--- src/rtl/counter_pkg.sv ---
// ---------------------------------------------------------------------------
// counter_pkg
// Shared definitions for the up/down counter and its 7-segment display path.
//   SEG_TABLE  : active-low 7-segment patterns for nibbles 0-F,
//                bit 0 = segment a ... bit 6 = segment g.
//   ceil_div4  : number of hex digits needed to show a value of w bits.
// ---------------------------------------------------------------------------
package counter_pkg;

  localparam logic [0:15][6:0] SEG_TABLE = {
    7'h40, 7'h79, 7'h24, 7'h30,   // 0 1 2 3
    7'h19, 7'h12, 7'h02, 7'h78,   // 4 5 6 7
    7'h00, 7'h10, 7'h08, 7'h03,   // 8 9 A b
    7'h46, 7'h21, 7'h06, 7'h0E    // C d E F
  };

  function automatic int ceil_div4(input int w);
    return (w + 3) / 4;
  endfunction

endpackage

--- src/rtl/seg7_decoder.sv ---
// ---------------------------------------------------------------------------
// seg7_decoder
// Combinational nibble to active-low 7-segment decode.
//   i_nibble : 4-bit value 0-F
//   o_seg    : segments {g,f,e,d,c,b,a}, low = lit
// ---------------------------------------------------------------------------
module seg7_decoder
  import counter_pkg::*;
(
  input  logic [3:0] i_nibble,
  output logic [6:0] o_seg
);

  assign o_seg = SEG_TABLE[i_nibble];

endmodule

--- src/rtl/param_updown_counter.sv ---
// ---------------------------------------------------------------------------
// param_updown_counter
// Modulo-MODULUS up/down counter with parallel load, registered terminal-count
// pulse and a hex 7-segment view of the count.
//   i_clk    : clock, rising edge
//   i_clear  : synchronous active-high clear (highest priority)
//   i_load   : parallel load strobe, value clamped to MODULUS-1
//   i_enable : count enable
//   i_up     : 1 = count up, 0 = count down
//   i_d      : load value
//   o_q      : registered count, always < MODULUS
//   o_tc     : one-cycle pulse after each overflow/underflow event
//   o_hex    : active-low segments, digit i at o_hex[7i+6:7i]
// Build option: define COUNTER_SATURATE_EN to hold at the bound on overflow
// instead of wrapping (Tc still pulses on every overflow attempt).
// ---------------------------------------------------------------------------
module param_updown_counter
  import counter_pkg::*;
#(
  parameter int               WIDTH   = 8,
  parameter longint unsigned  MODULUS = 256,
  localparam int              DIGITS  = ceil_div4(WIDTH)
) (
  input  logic                  i_clk,
  input  logic                  i_clear,
  input  logic                  i_enable,
  input  logic                  i_up,
  input  logic                  i_load,
  input  logic [WIDTH-1:0]      i_d,
  output logic [WIDTH-1:0]      o_q,
  output logic                  o_tc,
  output logic [7*DIGITS-1:0]   o_hex
);

  if (WIDTH < 1 || WIDTH > 32) begin : g_bad_width
    $fatal(1, "param_updown_counter: WIDTH=%0d outside 1..32", WIDTH);
  end
  if (MODULUS < 2 || MODULUS > (64'd1 << WIDTH)) begin : g_bad_modulus
    $fatal(1, "param_updown_counter: MODULUS=%0d outside 2..2^WIDTH", MODULUS);
  end

  localparam logic [WIDTH-1:0] MAXV = WIDTH'(MODULUS - 64'd1);

  logic [WIDTH-1:0] r_q;
  logic             r_tc;

  logic             w_at_max;
  logic             w_at_zero;
  logic             w_ovf;
  logic [WIDTH-1:0] w_next;
  logic [WIDTH-1:0] w_load_val;

  assign w_at_max  = (r_q == MAXV);
  assign w_at_zero = (r_q == '0);
  // Clear/load precedence is resolved in the register block; this only
  // looks at the enable path.
  assign w_ovf     = i_enable && ((i_up && w_at_max) || (!i_up && w_at_zero));

  // Out-of-range load values clamp to the top of the count range.
  assign w_load_val = (64'(i_d) >= MODULUS) ? MAXV : i_d;

  always_comb begin
    w_next = r_q;
    if (i_up) begin
`ifdef COUNTER_SATURATE_EN
      w_next = w_at_max ? MAXV : r_q + WIDTH'(1);
`else
      w_next = w_at_max ? '0 : r_q + WIDTH'(1);
`endif
    end else begin
`ifdef COUNTER_SATURATE_EN
      w_next = w_at_zero ? '0 : r_q - WIDTH'(1);
`else
      w_next = w_at_zero ? MAXV : r_q - WIDTH'(1);
`endif
    end
  end

  always_ff @(posedge i_clk) begin
    if (i_clear) begin
      r_q  <= '0;
      r_tc <= 1'b0;
    end else if (i_load) begin
      r_q  <= w_load_val;
      r_tc <= 1'b0;
    end else if (i_enable) begin
      r_q  <= w_next;
      r_tc <= w_ovf;
    end else begin
      r_tc <= 1'b0;
    end
  end

  assign o_q  = r_q;
  assign o_tc = r_tc;

  // Zero-extend so the top digit sees a full nibble when WIDTH % 4 != 0.
  logic [4*DIGITS-1:0] w_q_ext;
  assign w_q_ext = (4*DIGITS)'(r_q);

  for (genvar gi = 0; gi < DIGITS; gi++) begin : g_digit
    seg7_decoder u_dec (
      .i_nibble (w_q_ext[4*gi +: 4]),
      .o_seg    (o_hex[7*gi +: 7])
    );
  end

endmodule

--- config.mk ---
export PLATFORM = sky130hd
export DESIGN_NAME = param_updown_counter
export DESIGN_NICKNAME = d
export VERILOG_FILES = /design/src/rtl/counter_pkg.sv /design/src/rtl/seg7_decoder.sv /design/src/rtl/param_updown_counter.sv
export SDC_FILE = /design/constraint.sdc
export NUM_CORES = 1
export LEC_CHECK = 0
export CAP_MARGIN = 20
export CORE_MARGIN = 4
export CORE_UTILIZATION = 35
export DETAILED_ROUTE_END_ITERATION = 16
export PLACE_DENSITY = 0.66
export SYNTH_ARGS = -nofsm -noshare
export SYNTH_HDL_FRONTEND = slang
export SYNTH_SLANG_ARGS = --single-unit
--- constraint.sdc ---
create_clock -name i_clk -period 2.5 [get_ports i_clk]
set_input_delay 0.625 -clock i_clk [delete_from_list [all_inputs] [get_ports i_clk]]
set_output_delay 0.625 -clock i_clk [all_outputs]
set_load 0.01 [all_outputs]
==> reports/qor.txt <==
Status = finished clean
Nets@finish = 248
Row cnt = 21
Die Y = 68.2 um
GRT Total Usage = 0.167
Static leakage = 0.778 nW
Most instantiated cells after synthesis = a21oi_1 (23), nand2_1 (19), ha_1 (12), nor2_1 (12), o21ai_0 (12)
FILL cells = 350
Ant diodes = 0
Final Wtd Congestion = 0.823
Top-count cell post-synth = a21oi_1
Ys async rst share = 0
Die Span X = 68.2 um
Area share of xor/xnor cells in the synthesized design = 0.0138
Cell with the largest stage delay on the worst path = mux4_2
Max-cap violation count = 0
Final Skew = 0.00800 ns
Mean Syn Cell Area = 7.13 um2
Crit path capture type = primary output
CP bufs+invs = 3
Synthesized flop and latch total = 9
Final wirelength = 3670 um
Worst Max-Slew Pin Slew = 0.430 ns
# placed instances = 264
Total CTS buffers = 3
Synthesized area = 1270 um2
Tot Pwr = 0.682 mW
Post-synth EDFFs = 0
Mux contribution to synthesized area = 0.0809
Largest family of logic cells by synthesized area = compound AO/OA/AOI/OAI gates
RSZ-0062 raised after global routing = no
Post-CTS setup buffers = 0
Adder-cell share of the synthesized area = 0.118
Syn nets = 203
Pre-Repair DR Iteration Count = 4
Final core area utilization = 0.531
PortBufs = 35
Sequential Area = 185 um2
GRT overflow = 0
CP delay by family, top = buffers and inverters
Global-route wire length before repair = 5930 um
Power per Cell Area = 376 nW/um2
Leading area contributor after synthesis = dfxtp_1
Layout cells sized above 1 = 0.185
Clock root buffer = clkbuf_4
Core Area = 3420 um2
Area of the multi-input gates = 998 um2
Startpoint class of the critical path = register
Post-Layout Cell Count = 268
Clk_lat worst skew = 0.28 ns
Final Hold Viols = 0
Final Cycle Share = 0.961
Area Growth Syn to Fin = 42.9%
Peak supply drop = 0.244 mV
Setup violations, final = 0
Drt drc = 0
Initial antenna violation count = 0
Die Area = 4650 um2
Antenna-violating nets left = 0
CP arrival = 1.78 ns
Worst hold path class = register to register
Post-DP HPWL = 2810 um
Synth Area in Simple Gates = 0.253
CTS tree = done
CP required = 1.88 ns
Fmax = 416 MHz
Clk sinks = 9
Slowest cell delay on critical path = 0.44 ns
Fin Setup TNS = 0 ns
Max Slew Vio Count = 0
Clk pin slew, worst setup/hold paths = 0.07 ns
Synth Area in Compound Gates = 0.295
Initial Util = 0.371
Post-synth top area share = 0.142
Vias post-DR = 1437
Synth warnings = 0
Most common flop cell mapped by yosys = dfxtp_1
Area contributors post-synth = dfxtp_1 (14%), ha_1 (12%), a21oi_1 (9.1%), mux2i_1 (6.3%), nand2_1 (5.6%)
Vias in the first global route = 1294
CP Class = register to primary output
H-tree levels = 1
Vias per inst = 5.36
CP max FO = 4
Register area share after synthesis = 0.142
Slew margin rel. = 0.710
Crit path time final = 2.40 ns
WL per Instance = 13.7 um
Cells after synthesis = 178
Iteration-0 DRC Markers = 86
Ports = 36
Post-CTS Hold Fix Bufs = 0
Library cells used by synthesis = 46
CTS max path bufs = 2
Crit path cell chain = inv_2 > buf_4 > ha_1 > mux4_2 > dlygate4sd2_1
Largest net degree at the start of global routing = 17
## flip-flops by register name (all words and copies together) (netlist names)
signal / count
o_q: 8
o_tc: 1
## per-layer routing
layer,routed length (um),global-route usage
met4,51,0.0720
met5,0,0
met1,1680,0.231
met2,1610,0.254
met3,320,0.0279
## timing repair
action	in CTS	in global routing
setup endpoints to repair	11	6
gates resized for setup	15	11
cloned	0	0
## path summary, 6_finish.rpt
| check | from | endpoint | slack, ns | depth (start not counted) |
|---|---|---|---|---|
| worst max-delay path | o_q[0] | o_hex[3] | 0.1 | 5 |
| worst min-delay path | o_q[5] | o_q[5] | 0.66 | 2 |
| worst max register to register | o_q[4] | o_q[6] | 0.55 | 6 |
| worst min register to register | o_q[5] | o_q[5] | 0.66 | 2 |
## layout by cell type, fill, tap and decap left out, drive strengths merged, types with 2 or more instances in the layout
master         instances
a21oi                 23
clkdlybuf4s50         23
buf                   21
nand2                 19
o21ai                 13
nor2                  12
ha                    12
inv                    9
dfxtp                  9
mux2i                  8
nor3                   8
dlygate4sd2            8
a31oi                  4
nand4                  4
o22ai                  4
dlymetal6s2s           4
nor2b                  4
clkbuf                 4
a211o                  3
a22o                   2
nand2b                 2
a211oi                 2
nor3b                  2
and4                   2
or3                    2
## where the power goes
part	switching [mW]	internal [mW]
Clock	0.0578	0.0618
Sequential	0.0200	0.156
Combinational	0.189	0.197
## stage by stage
| step | worst slack, ns | cell area, um2 | hold slack [ns] |
|---|---|---|---|
| after floorplan | 0.401 | 1270 | 0.677 |
| after global placement | 0.115 | 1750 | 0.644 |
| after detailed placement | 0.122 | 1750 | 0.646 |
| after CTS | 0.0193 | 1790 | 0.661 |
| after global routing | 0.0232 | 1810 | 0.698 |
| final | 0.0972 | 1810 | 0.663 |
## logic make-up (layout without fill, tap and decap cells)
logic type | after synthesis | after routing
AOI/OAI and AO/OA | 60 | 60
muxes | 9 | 9
xor gates and xnor gates | 2 | 2
and+or+nand+nor | 61 | 61
DFF | 9 | 9
buffers and inverters | 25 | 69
adders and majority gates | 12 | 12
## worst min-delay path: stages (launching register included)
cell and delay [ns]:
dfxtp_1 0.32, buf_4 0.17, a211o_1 0.14
## final cells by class
class,instances,share of cell area
multi-input cells,144,0.551
clock buffers,4,0.0145
inverters,9,0.0186
well taps,46,0.0317
flip-flops and latches,9,0.102
repair buffers,56,0.282
Power figures use the tool's default switching activity.
